### src/rtl/seg7_pkg.sv
// Shared constants and helpers for the 7-segment scan controller: FSM state
// encodings, off-pattern helpers and the parameter legality check.
package seg7_pkg;

    localparam logic [1:0] ST_IDLE  = 2'd0;
    localparam logic [1:0] ST_BLANK = 2'd1;
    localparam logic [1:0] ST_SHOW  = 2'd2;

    function automatic logic [7:0] seg_off(input bit active_low);
        return active_low ? 8'hFF : 8'h00;
    endfunction

    // Widest legal digit count is 8; callers slice down to NUM_DIGITS.
    function automatic logic [7:0] dig_off(input bit active_low);
        return active_low ? 8'hFF : 8'h00;
    endfunction

    function automatic bit params_legal(input int num_digits, input int scan_div,
                                        input int blank_cyc);
        return (num_digits >= 1) && (num_digits <= 8) && (scan_div >= 2) &&
               (blank_cyc >= 0) && (blank_cyc < scan_div);
    endfunction

endpackage

### src/rtl/drv7seg.sv
// Combinational hex-to-7-segment decoder; output is {dp,g,f,e,d,c,b,a}.
// Nibble 4'hC decodes to lowercase 'c' so it stays distinct from '0'.
module drv7seg #(
    parameter bit ACTIVE_LOW = 1'b0
) (
    input  logic [3:0] nib,
    input  logic       dp,
    output logic [7:0] seg
);

    logic [6:0] pat;

    always_comb begin
        pat = 7'h00;
        case (nib)
            4'h0: pat = 7'h3F;
            4'h1: pat = 7'h06;
            4'h2: pat = 7'h5B;
            4'h3: pat = 7'h4F;
            4'h4: pat = 7'h66;
            4'h5: pat = 7'h6D;
            4'h6: pat = 7'h7D;
            4'h7: pat = 7'h07;
            4'h8: pat = 7'h7F;
            4'h9: pat = 7'h6F;
            4'hA: pat = 7'h77;
            4'hB: pat = 7'h7C;
            4'hC: pat = 7'h58;
            4'hD: pat = 7'h5E;
            4'hE: pat = 7'h79;
            4'hF: pat = 7'h71;
            default: pat = 7'h00;
        endcase
    end

    assign seg = ACTIVE_LOW ? ~{dp, pat} : {dp, pat};

endmodule

### src/rtl/seg7_scan_ctrl.sv
// Time-multiplexed N-digit 7-seg scan controller with per-slot blanking gap
// and once-per-frame value snapshot. Define SEG7_LZB_EN for leading-zero blanking.
module seg7_scan_ctrl
    import seg7_pkg::*;
#(
    parameter int NUM_DIGITS     = 4,
    parameter int SCAN_DIV       = 1024,
    parameter int BLANK_CYC      = 16,
    parameter bit SEG_ACTIVE_LOW = 1'b0,
    parameter bit DIG_ACTIVE_LOW = 1'b0
) (
    input  logic                    clk,
    input  logic                    rst_n,
    input  logic                    en,
    input  logic [4*NUM_DIGITS-1:0] value,
    input  logic [NUM_DIGITS-1:0]   dp_in,
    output logic [7:0]              seg,
    output logic [NUM_DIGITS-1:0]   dig,
    output logic                    frame_done
);

    localparam int CNT_W = (SCAN_DIV > 1) ? $clog2(SCAN_DIV) : 1;
    localparam int IDX_W = (NUM_DIGITS > 1) ? $clog2(NUM_DIGITS) : 1;
    localparam logic [CNT_W-1:0] CNT_LAST   = CNT_W'(SCAN_DIV - 1);
    localparam logic [CNT_W-1:0] BLANK_LAST = CNT_W'((BLANK_CYC > 0) ? BLANK_CYC - 1 : 0);
    localparam logic [IDX_W-1:0] IDX_LAST   = IDX_W'(NUM_DIGITS - 1);
    // With no blanking gap a new slot starts directly in SHOW.
    localparam logic [1:0] ST_SLOT = (BLANK_CYC == 0) ? ST_SHOW : ST_BLANK;
    localparam logic [7:0] SEG_OFF  = seg_off(SEG_ACTIVE_LOW);
    localparam logic [7:0] DIG_OFF8 = dig_off(DIG_ACTIVE_LOW);
    localparam logic [NUM_DIGITS-1:0] DIG_OFF = DIG_OFF8[NUM_DIGITS-1:0];

    generate
        if (!params_legal(NUM_DIGITS, SCAN_DIV, BLANK_CYC)) begin : g_bad_params
            $error("seg7_scan_ctrl: illegal NUM_DIGITS/SCAN_DIV/BLANK_CYC");
        end
    endgenerate

    logic [1:0]                  state_q, state_d;
    logic [CNT_W-1:0]            cnt_q, cnt_d;
    logic [IDX_W-1:0]            idx_q, idx_d;
    logic [NUM_DIGITS-1:0][3:0]  snap_val_q, snap_val_d;
    logic [NUM_DIGITS-1:0]       snap_dp_q, snap_dp_d;
    logic [7:0]                  seg_q, seg_d;
    logic [NUM_DIGITS-1:0]       dig_q, dig_d;
    logic                        frame_done_q, frame_done_d;

    logic [7:0]            dec_seg;
    logic [NUM_DIGITS-1:0] lzb_dark;
    logic [NUM_DIGITS-1:0] dig_on;
    logic                  show;

    always_comb begin
        state_d      = state_q;
        cnt_d        = cnt_q;
        idx_d        = idx_q;
        snap_val_d   = snap_val_q;
        snap_dp_d    = snap_dp_q;
        frame_done_d = 1'b0;
        if (!en) begin
            state_d = ST_IDLE;
            cnt_d   = '0;
            idx_d   = '0;
        end else begin
            case (state_q)
                ST_BLANK: begin
                    cnt_d = cnt_q + 1'b1;
                    if (cnt_q == BLANK_LAST) state_d = ST_SHOW;
                end
                ST_SHOW: begin
                    if (cnt_q == CNT_LAST) begin
                        cnt_d   = '0;
                        state_d = ST_SLOT;
                        if (idx_q == IDX_LAST) begin
                            idx_d        = '0;
                            snap_val_d   = value;
                            snap_dp_d    = dp_in;
                            frame_done_d = 1'b1;
                        end else begin
                            idx_d = idx_q + 1'b1;
                        end
                    end else begin
                        cnt_d = cnt_q + 1'b1;
                    end
                end
                default: begin
                    snap_val_d = value;
                    snap_dp_d  = dp_in;
                    cnt_d      = '0;
                    idx_d      = '0;
                    state_d    = ST_SLOT;
                end
            endcase
        end
    end

`ifdef SEG7_LZB_EN
    logic zero_run;
    // A digit is dark when it and every digit left of it is a plain zero.
    always_comb begin
        lzb_dark = '0;
        zero_run = 1'b1;
        for (int i = NUM_DIGITS - 1; i > 0; i--) begin
            zero_run    = zero_run && (snap_val_q[i] == 4'h0) && !snap_dp_q[i];
            lzb_dark[i] = zero_run;
        end
    end
`else
    assign lzb_dark = '0;
`endif

    drv7seg #(
        .ACTIVE_LOW(SEG_ACTIVE_LOW)
    ) u_dec (
        .nib (snap_val_q[idx_q]),
        .dp  (snap_dp_q[idx_q]),
        .seg (dec_seg)
    );

    always_comb begin
        show   = en && (state_q == ST_SHOW) && !lzb_dark[idx_q];
        dig_on = '0;
        if (show) dig_on[idx_q] = 1'b1;
        dig_d = DIG_ACTIVE_LOW ? ~dig_on : dig_on;
        seg_d = show ? dec_seg : SEG_OFF;
    end

    always_ff @(posedge clk or negedge rst_n) begin
        if (!rst_n) begin
            state_q      <= ST_IDLE;
            cnt_q        <= '0;
            idx_q        <= '0;
            snap_val_q   <= '0;
            snap_dp_q    <= '0;
            seg_q        <= SEG_OFF;
            dig_q        <= DIG_OFF;
            frame_done_q <= 1'b0;
        end else begin
            state_q      <= state_d;
            cnt_q        <= cnt_d;
            idx_q        <= idx_d;
            snap_val_q   <= snap_val_d;
            snap_dp_q    <= snap_dp_d;
            seg_q        <= seg_d;
            dig_q        <= dig_d;
            frame_done_q <= frame_done_d;
        end
    end

    assign seg        = seg_q;
    assign dig        = dig_q;
    assign frame_done = frame_done_q;

endmodule

### config.mk
export PLATFORM = sky130hd
export DESIGN_NAME = seg7_scan_ctrl
export DESIGN_NICKNAME = d
export VERILOG_FILES = /design/src/rtl/seg7_pkg.sv /design/src/rtl/drv7seg.sv /design/src/rtl/seg7_scan_ctrl.sv
export SDC_FILE = /design/constraint.sdc
export NUM_CORES = 1
export LEC_CHECK = 0
export CAP_MARGIN = 15
export CORE_MARGIN = 2
export CORE_UTILIZATION = 53
export DETAILED_ROUTE_END_ITERATION = 10
export PLACE_DENSITY = 0.83
export SLEW_MARGIN = 20
export SYNTH_ARGS = -nofsm -noshare
export SYNTH_HDL_FRONTEND = slang
export SYNTH_SLANG_ARGS = --single-unit
### constraint.sdc
create_clock -name clk -period 2.9 [get_ports clk]
set_input_delay 0.725 -clock clk [delete_from_list [all_inputs] [get_ports clk]]
set_output_delay 0.725 -clock clk [all_outputs]
set_load 0.005 [all_outputs]
# Word level (Yosys, flattened, before mapping)
# Memory sizes are Yosys's and may differ from the RTL's.
# Index checks and enable logic that the tools add are counted.
# totals
regBits,47
romBits,112
out_inout_bits,13
word_cells,65
memories,1
# classes
addsub,2
n_lt_le_gt_ge,2
eq_ne,10
mux,31
n_bitwise,1
n_reduce_logical,7
# memory_table
memory,words,word_bits,read_ports,rd_clocked_by_memory_dff,write_ports,line,rtl
(no name shown),16,7,1,0,0,drv7seg.sv:15,case (nib)
# ops
op,n
16-bit two-way mux,2
16-bit case mux with 2 select lines,1
10-bit two-way mux,2
10-bit case mux with 2 select lines,1
4-bit two-way mux,4
2-bit two-way mux,6
10-bit by 1-bit adder with 10-bit output (second input constant),1
10-bit == test (second input constant),1
10-bit by 4-bit == test with 1-bit output (second input constant),1
4-bit binary-select mux with 2-bit select,1
8-bit two-way mux,1
2-bit case mux with 2 select lines,2
4-bit case mux with 2 select lines,1
1-bit two-way mux,7
2-bit inequality test (second input constant),3
3-bit inequality test (second input constant),2
1-bit binary-select mux with 2-bit select,2
2-bit == test (second input constant),2
2-bit AND reduction,2
4-bit AND reduction,1
1-bit logical AND,3
2-bit by 3-bit less-than comparator with 1-bit output (second input constant),1
2-bit by 1-bit adder with 2-bit output (second input constant),1
1-bit demux with 2-bit select,1
other kinds (4),4

# Logic depth before layout (Yosys ltp)
# Gate-level depths: netlist of the first run.
# logic_depth
word_depth,5
mapped_depth,7
ltp_nobuf,6

# Modules after synthesis
# Synthesis of the first run repeated with hierarchy kept, for this count alone.
# hier_totals
hier_cells,195
hier_area_um2,2446.1
# by_module_without_submodules
module,instances,cells_per_inst,area_per_inst_um2,seq_area_each_um2
seg7_scan_ctrl,1,162,2172.1,1176.1
drv7seg,1,33,274.0,0.0

# Least setup slack after synthesis of the first run
# Ideal clock, no wire load.
# synth_path
path_kind,register -> register
start,register idx_q[0]
end,"register seg_q[3], in the netlist seg[3]"
setup_ns,0.124
arrival_time_ns,1.902
t_required_ns,2.776
slack_ns,0.874
path_stages_with_launch,8
path_buffers,1
synth_period_minus_slack_ns,2.026
cell_sequence,dfrtp_1 -> buf_6 -> mux4_2 -> inv_1 -> ha_1 -> nor2b_1 -> nor3_1 -> a211o_1
# synth_via
elab_chain_cells,5
elab_cells_between_ends,8
classes_between,5 x mux; 2 x reduce/logical; 1 x memory
# synth_rtl
item,line,rtl
"start, declared",seg7_scan_ctrl.sv:41,"logic [IDX_W-1:0] idx_q, idx_d;"
"start signal, assigned",seg7_scan_ctrl.sv:141,idx_q <= idx_d;
branches (longest 4 deep; another with memory read 16 x 7 bit),-,
8-bit two-way mux (*),seg7_scan_ctrl.sv:125,seg_d = show ? dec_seg : SEG_OFF;
net seg_d[3],seg7_scan_ctrl.sv:44,"logic [7:0] seg_q, seg_d;"
"end signal, assigned",seg7_scan_ctrl.sv:144,seg_q <= seg_d;
"end, declared",seg7_scan_ctrl.sv:44,
# Mark *: on every way through the listed nets, which the timed path passes. The select of a mux whose other input is x is not followed.
# A chain may end at the register's enable or synchronous reset.

# Worst setup path in the final report of the first run
# layout_path
start,input port en
end,register snap_val_q[14] (netlist bit)
# layout_via
elab_chain_cells,1
# layout_rtl
item,line,rtl
"start, declared",seg7_scan_ctrl.sv:14,"input logic en,"
4-bit AND reduction (no line),-,
"end signal, assigned",seg7_scan_ctrl.sv:142,snap_val_q <= snap_val_d;
"end, declared",seg7_scan_ctrl.sv:42,"logic [NUM_DIGITS-1:0][3:0] snap_val_q, snap_val_d;"
# Every way passes these cells.

==> results of run 1 <==
critical path: cells and delay by family:
family / cells / cell delay (ns)
AOI/OAI and AO/OA: 1 / 0.13
buffers and inverters: 2 / 0.96
muxes: 1 / 0.37
and+or+nand+nor: 1 / 0.15
report_power, final:
part | switching, mW | internal (mW)
logic | 0.0940 | 0.102
registers | 0.0240 | 0.701
clock network | 0.210 | 0.218
cell type report:
class,instances,area [sq um],area share [%]
Multi-Input combinational cell,134,1045,37.61
Timing Repair Buffer,38,367.9,13.24
Sequential cell,47,1176,42.34
Clock buffer,8,100.1,3.604
Tap cell,50,62.56,2.252
Inverter,7,26.28,0.9459
cells by family (layout without fill, tap and decap cells):
logic type,Yosys count,after routing,synth area share (%)
adder cells (fa/ha/maj),13,13,7.112
multiplexers,25,25,14.77
AO/OA/AOI/OAI,20,20,5.744
buffers and inverters,15,53,3.064
flip-flops,47,47,51.42
AND/OR/NAND/NOR,68,68,14.82
XOR/XNOR,8,8,3.064
per-stage QoR:
stage | util (%) | instances
after floorplan | - | 196
after global placement | 65.52 | 276
after detailed placement | 65.52 | 276
after CTS | 67.97 | 284
after global routing | 67.97 | 284
final | 67.97 | 284
routing by layer:
layer	part of all wire (%)	wire length, um	GRT usage, %
met2	47	1944	28.42
met4	1.6	64	6.410
met1	48	1954	25.75
met5	0	0	0
met3	3.5	143	3.924
synth_stat cells (all sizes together):
cell type   n  area share (%)
nand2b      2            0.55
a21boi      1            0.33
nor2b       2            0.55
nand2      12             2.0
nor4        1            0.27
a221oi      1            0.38
inv         7             1.1
nor3        4            0.88
o31ai       1            0.33
a211o       1            0.38
a21oi       3            0.66
and4        2            0.77
ha         13             7.1
a31oi       2            0.55
a41oi       1            0.38
o21ai       6             1.3
and3        9             2.5
mux4        5             4.9
buf         5             1.4
mux2       20             9.8
o21a        1            0.33
clkbuf      3            0.55
nand4       3            0.82
nor2       19             3.1
xor2        3             1.1
xnor2       5             1.9
and2        3            0.82
o211ai      1            0.33
dfrtp      47              51
nand3       9             2.0
o211a       1            0.44
or4         2            0.66
a211oi      1            0.33
registers in the layout, indices dropped and copies added, names as in the netlist:
signal	flops
state_q	2
snap_dp_q	4
seg	8
frame_done	1
idx_q	2
dig	4
cnt_q	10
snap_val_q	16
worst paths after layout:
kind                          start        endpoint  slack, ns  cells after the start
setup / recovery                 en  snap_val_q[14]       0.74                      5
hold / removal                rst_n        cnt_q[4]       0.37                      1
setup reg to reg           idx_q[0]          seg[3]       0.76                      6
hold reg to reg            cnt_q[0]        cnt_q[0]       0.49                      1
max in group asynchronous     rst_n        cnt_q[6]       1.82                      2
min in group clk           cnt_q[0]        cnt_q[0]       0.49                      1
cells in the final DEF, fill, tap and decap left out, types with 7 or more instances in the layout:
master / netlist / routed
sky130_fd_sc_hd__clkdlybuf4s50_1: 0 / 34
sky130_fd_sc_hd__and3_1: 9 / 9
sky130_fd_sc_hd__ha_1: 13 / 13
sky130_fd_sc_hd__clkbuf_8: 0 / 7
sky130_fd_sc_hd__dfrtp_1: 47 / 47
sky130_fd_sc_hd__nor2_1: 19 / 19
sky130_fd_sc_hd__nand2_1: 12 / 12
sky130_fd_sc_hd__nand3_1: 9 / 9
sky130_fd_sc_hd__inv_1: 7 / 7
sky130_fd_sc_hd__mux2_2: 20 / 20
==> reports/summary.md, run 1 <==
The run finished with clean final reports. Derived from the worst setup path, the maximum achievable clock frequency is 0.4629 GHz. The tools report the remaining routing DRC violations as 0.

TritonCTS created 5 clock buffers. Summing over every cut layer, the via total after detailed routing is 1,544. The worst path meets setup with 0.7398 ns of slack. STA classifies the critical path startpoint as an input pin. The signed area change from the synthesized netlist to the final layout is 21.44%. The floorplan step set the die width to 69.69 um. Summing internal, switching and leakage power gives 1.348 mW. Max-slew violation count: 0.

Clock-pin slew was measured on the worst setup and hold paths at 0.08 ns. The quantity of I/O buffers inserted on ports came out at 35. The total count of hold-check failures in the final report came out at 0. In this run the clock root is driven by a sky130_fd_sc_hd__clkbuf_8.

The detailed-route wire length was 4106 um. Number of antenna violations at the first check in global routing: 0. Once placement finished, the instance area stood at 2678 sq um. For this design, the sink count on the clock tree is 47. The signal on the critical path passes through clkdlybuf4s50_1, nand3_1, o21ai_2, buf_4, mux2_2.

The logs give 0.4298 ns for the minimum setup slack after placement and 196 for the number of standard cells after synthesis. The die covers 4857 sq um. Setup violations remaining at the end of the flow were counted as 0. The logs give 69.52% for the relative slew slack and 0 for the antenna violation net count after detailed routing. The worst hold slack is 0.3655 ns. After clock tree synthesis, the setup repair step added 0 buffers. The run gives 55.97% as the effective utilization at floorplan.

Data arrives at the worst endpoint at 2.35 ns. TritonCTS built the clock tree. The setup clock skew after layout was 0.004093 ns; the number of register bits inferred by synthesis was 47. The overall track demand over capacity in global routing was 18.33%. For the clock insertion delay at the later pin of the skew report, the log shows 0.30 ns. Entering global routing, the biggest net connects 28 pins.

The area of the core region was 4086 sq um; the floorplan row count was 23. Averaged over all synthesized cells, the footprint is 11.67 sq um. The largest single stage delay on the critical path is 0.69 ns. The peak supply drop is 0.0004053 V.

The worst path needs 2.160 ns of the cycle, external delays included. The Yosys step of the flow raised 0 warnings. 0 antenna diodes ended up in the layout.

Summed over all layers, the global routing overflow is 0. The logs give 36 for the top-level port count and 2287 sq um for the cell area after technology mapping. In the final layout, the share of cells above drive strength 1 is 15.81%. For the final routed database, the setup TNS stands at 0 ns. The actual slew at the worst max-slew pin is 0.4572 ns. Once the clock tree was built, the resizer swapped 0 gates to a different size. The power per standard cell area was 485.4 nW/um^2. The number of global-route vias before repair was 1,484; the share of the clock period used by the worst path was 74.49%. The logs give 0.8296 for the weighted congestion at the end of routability-driven global placement and 1.221 nW for the reported leakage power. Fill cells in the final layout number 334.

The tools report the maximum count of clock buffers along a single path as 2. The run gives 2778 sq um as the post-route cell area. The critical path in this run is classified as in2reg.

Across the run, the number of max-cap violations was 0. The standard cell with the maximum stage delay on the critical path was sky130_fd_sc_hd__clkdlybuf4s50_1. STA classifies the critical path endpoint as a flip-flop.

Setup repair after global routing left no endpoint under its margin. From bottom edge to top edge, the die measures 69.69 um. Per-cell routed wire length: 14.46 um. At the worst endpoint, the required time is 3.09 ns.

Counting distinct cell types in the post-synthesis netlist gives 36. The placed wire-length estimate after detailed placement came out at 3014 um. Along the worst path, the maximum fanout reaches 20. The tools report the post-synthesis net count as 232.

In the routed layout, each cell is associated on average with a via count of 5.437. Summing the sequential cell areas from Yosys gives 51.42% of the chip area. In the final design database the tool counted 269 nets. The path category of the worst min-delay check was in2async. Hold buffer count at cts: 0.

The first global-routing pass estimated 7107 um of wire. The H-tree generated during clock tree synthesis spans 2 levels. The detailed-routing iteration count for the pre-antenna-repair pass is 7.

In this run, the number of DRC markers left after iteration 0 of detailed routing was 133.
(Power assumes the default switching activity.)
==> run 2, diff against run 1 <==
--- a/config.mk
+++ b/config.mk
@@ -7,9 +7,9 @@
 export LEC_CHECK = 0
 export CAP_MARGIN = 15
 export CORE_MARGIN = 2
-export CORE_UTILIZATION = 53
+export CORE_UTILIZATION = 48
 export DETAILED_ROUTE_END_ITERATION = 10
-export PLACE_DENSITY = 0.83
+export PLACE_DENSITY = 0.79
 export SLEW_MARGIN = 20
 export SYNTH_ARGS = -nofsm -noshare
 export SYNTH_HDL_FRONTEND = slang
==> constraint.sdc (replaced) <==
create_clock -name clk -period 1.97 [get_ports clk]
set_input_delay 0.4925 -clock clk [delete_from_list [all_inputs] [get_ports clk]]
set_output_delay 0.4925 -clock clk [all_outputs]
set_load 0.005 [all_outputs]
==> run 2 against run 1 <==
  * Sequential power is 48% higher
  * Sequential share of layout area is 1.7 points lower
  * Worst hold slack worse by 0.20 ns
  * Highest routed layer unchanged
  * Largest power group unchanged
  * Global-route usage is 1.0 points lower
  * Combinational power is 74% higher
  * Utilization is 5.9 points lower
  * Clock skew is 0.0038 ns higher
  * Via count is 3.8% higher
==> reports/summary.md, run 2 (synthesis results as in run 1) <==
For the TritonCTS buffer count, the log shows 5 (unchanged). The run finished with clean final reports. Derived from the worst setup path, the maximum achievable clock frequency is 0.5204 GHz. Path category of the worst min-delay check: in2async (unchanged). The run gives 1060 sq um (was 1045 sq um) as the combined area of the multi-input logic cells. The sum of negative setup slack came out at 0 ns (unchanged). The cell at the root of the clock tree is sky130_fd_sc_hd__clkbuf_8 (unchanged).

The global-route wire length before repair was 6989 um (was 7107 um). The overall via count from detail_route came out at 1,602 (was 1,544). For the worst-case setup margin in the final layout, the log shows 0.04826 ns (was 0.7398 ns).

Highest-count cells in the layout ignoring fill and taps: sky130_fd_sc_hd__dfrtp_1 (46), sky130_fd_sc_hd__clkdlybuf4s50_1 (34), sky130_fd_sc_hd__mux2_2 (20) (was sky130_fd_sc_hd__dfrtp_1 (47), sky130_fd_sc_hd__clkdlybuf4s50_1 (34), sky130_fd_sc_hd__mux2_2 (20)). The overall track demand over capacity in global routing is 17.31% (was 18.33%). For the power share of the sequential group, the log shows 55.2% (was 53.7%). The tools report the endpoint arrival time on the critical path as 2.15 ns (was 2.35 ns). The final period demand of the worst path is 1.922 ns, and the peak fanout along the critical path is 4 (was 20). The weighted congestion at the end of routability-driven global placement is 0.8735 (was 0.8296).

The maximum level of the CTS H-tree is 2 (unchanged). The post-CTS setup buffer count came out at 0 (unchanged). The data required time at the worst endpoint is 2.20 ns (was 3.09 ns), and the share of cells above drive strength 1 is 21.63% (was 15.81%). The tools report the initial DRC count as 118 (was 133). Endpoint type of the worst setup path: a flip-flop (unchanged). The end of the worst register-to-register path was seg[0] (was seg[3]). For the number of antenna violations at the first check in global routing, the log shows 0 (unchanged). The quantity of I/O buffers inserted on ports works out to 35 (unchanged). Per-cell routed wire length: 13.56 um (was 14.46 um). Startpoint of the worst register-to-register path: idx_q[0] (unchanged). The top-level port count was 36 (unchanged); the maximum cell stage delay along the critical path was 0.58 ns (was 0.69 ns).

The clock transition time at the flip-flop clock pins of the worst setup and hold paths is 0.08 ns (about the same), and the clock network fraction of total power is 27.1% (was 31.7%). The post-route cell area is 2894 sq um (was 2778 sq um). The standard cell with the maximum stage delay on the critical path was sky130_fd_sc_hd__mux4_2 (was sky130_fd_sc_hd__clkdlybuf4s50_1). The relative slew slack was 80.16% (was 69.52%).

The leading cell type in the layout, fill and taps excluded is sky130_fd_sc_hd__dfrtp_1 (unchanged). The count of clock tree sinks came out at 47 (unchanged). The reported leakage power was 1.276 nW (was 1.221 nW). Number of cells traversed by the worst register-to-register path: 5 (was 6). Cell-by-cell trace of the critical path: mux4_2, ha_4, nor2b_2, or4_1, nand3_1 (was clkdlybuf4s50_1, nand3_1, o21ai_2, buf_4, mux2_2).

The area of the core region was 4661 sq um (was 4086 sq um); the share of the clock period used by the worst path was 97.55%. The detail-routed via count per cell came out at 5.358 (was 5.437). Final antenna diode count: 0 (unchanged).

For the max-slew violation count, the log shows 0 (unchanged). The total setup violations reported at the end of the flow came out at 0 (unchanged). Setup repair after global routing left no endpoint under its margin. The max-capacitance violation count was 0 (unchanged); the total internal power was 1.457 mW (was 1.020 mW). The most flop-heavy register was snap_val_q (unchanged). The part of the total power dissipated in combinational logic is 17.7% (was 14.5%), and the number of fillers in the final layout is 371 (was 334). Die boundary width: 73.03 um (was 69.69 um). The reported net switching power is 0.4784 mW (was 0.3278 mW), and the power per standard cell area is 668.7 nW/um^2 (was 485.4 nW/um^2).

The run gives 0 (unchanged) as the overflow left after global routing. The actual slew at the worst max-slew pin was 0.2937 ns (was 0.4572 ns); the full die area was 5333 sq um (was 4857 sq um). The total count of hold-check failures in the final report was 0 (unchanged). The placed wire-length estimate after detailed placement was 2969 um (was 3014 um). The logs give 4 (was 7) for the detailed-routing iteration count for the pre-antenna-repair pass and 0 (unchanged) for the antenna violation net count after detailed routing. Startpoint type of the worst setup path: a flip-flop (was an input pin).

The minimum setup slack after placement was -0.1054 ns (was 0.4298 ns). The effective utilization at floorplan came out at 49.07% (was 55.97%). TritonCTS built the clock tree. The run gives 48 (was 28) as the maximum number of pins on one net before global-route repair. The setup slack on the worst flop-to-flop path is 0.05 ns (was 0.76 ns).

The remaining routing DRC violations is 0 (unchanged), and the share of total power consumed by net switching is 24.72% (was 24.31%). Signed area change from the synthesized netlist to the final layout: 26.53% (was 21.44%). The logs give 4055 um (was 4106 um) for the detailed-route wire length and 1177 sq um (was 1176 sq um) for the register area. The post-place instance area was 2804 sq um (was 2678 sq um). For the number of global-route vias before repair, the log shows 1,476 (was 1,484). The number of flip-flops in the largest register came out at 16 (unchanged).

Clock insertion delay at the later pin of the skew report: 0.30 ns (about the same). Classification of the worst setup path: reg2reg (was in2reg). The maximum count of clock buffers along a single path is 2 (unchanged). Floorplan row count: 25 (was 23). Net count reported at finish: 282 (was 269). The tools report the overall power as 1.935 mW (was 1.348 mW). The setup clock skew after layout is 0.007902 ns (was 0.004093 ns), and the chip height is 73.03 um (was 69.69 um). The run gives 0.0004089 V (was 0.0004053 V) as the peak supply drop.
-- run 2: cell count changes in the layout (fill, tap and decap cells not counted), sizes merged --
| cell | before | now |
|---|---|---|
| buf | 4 | 17 |
| clkbuf | 8 | 6 |
-- run 2: per-layer routing --
metal / vias to the layer above / track usage [%] / routed length [um]
met5: - / 0 / 0
li1: 791 / - / -
met1: 761 / 23.98 / 1882
met2: 42 / 25.23 / 1935
met4: 0 / 8.025 / 83
met3: 8 / 4.834 / 153
-- run 2: power groups by stage --
stage / clock (mW) / combinational [mW] / sequential [mW]
6_report: 0.525 / 0.342 / 1.07
4_1_cts: 0.549 / 0.338 / 1.07
2_1_floorplan: 0 / 0.197 / 1.07
5_1_grt: 0.593 / 0.377 / 1.08
3_5_place_dp: 0 / 0.336 / 1.09
3_3_place_gp: 0 / 0.323 / 1.08
-- run 2: area by class of cell --
cell class	count	share of cell area [%]
timing repair buffer	51	16.95
inverter	7	0.9079
tap	54	2.335
multi-input combinational	134	36.62
sequential	47	40.68
clock buffer	6	2.508
-- run 2: timing repair --
item	CTS	global route
endpoints found under the setup margin	2	3
resized for setup	1	4
pin swaps	0	0
hold buffers	0	0
-- run 2: critical path, delay by kind of cell, from the launching register on --
| family | cells | cell delay (ns) |
|---|---|---|
| adder cells (fa/ha/maj) | 1 | 0.19 |
| AND/OR/NAND/NOR | 3 | 0.67 |
| flip-flops | 1 | 0.42 |
| multiplexers | 1 | 0.58 |
-- run 2: worst max path at each step --
stage                          to  slack [ns]     start  cells after the start
floorplan                  seg[3]       0.005  idx_q[0]                      7
global placement    snap_val_q[2]       -0.07        en                      5
detailed placement  snap_val_q[0]       -0.11        en                      5
CTS                        seg[0]        0.02  idx_q[0]                      5
global route               seg[0]     0.00003  idx_q[0]                      5
finish                     seg[0]        0.05  idx_q[0]                      5
-- run 2: through the flow --
step / utilization [%] / cells / hold slack, ns
after global placement: 60.16 / 293 / 0.4825
after global routing: 62.09 / 299 / 0.1780
after floorplan: - / 196 / 0.1969
after detailed placement: 60.16 / 293 / 0.4812
after CTS: 61.75 / 299 / 0.1639
final: 62.09 / 299 / 0.1607
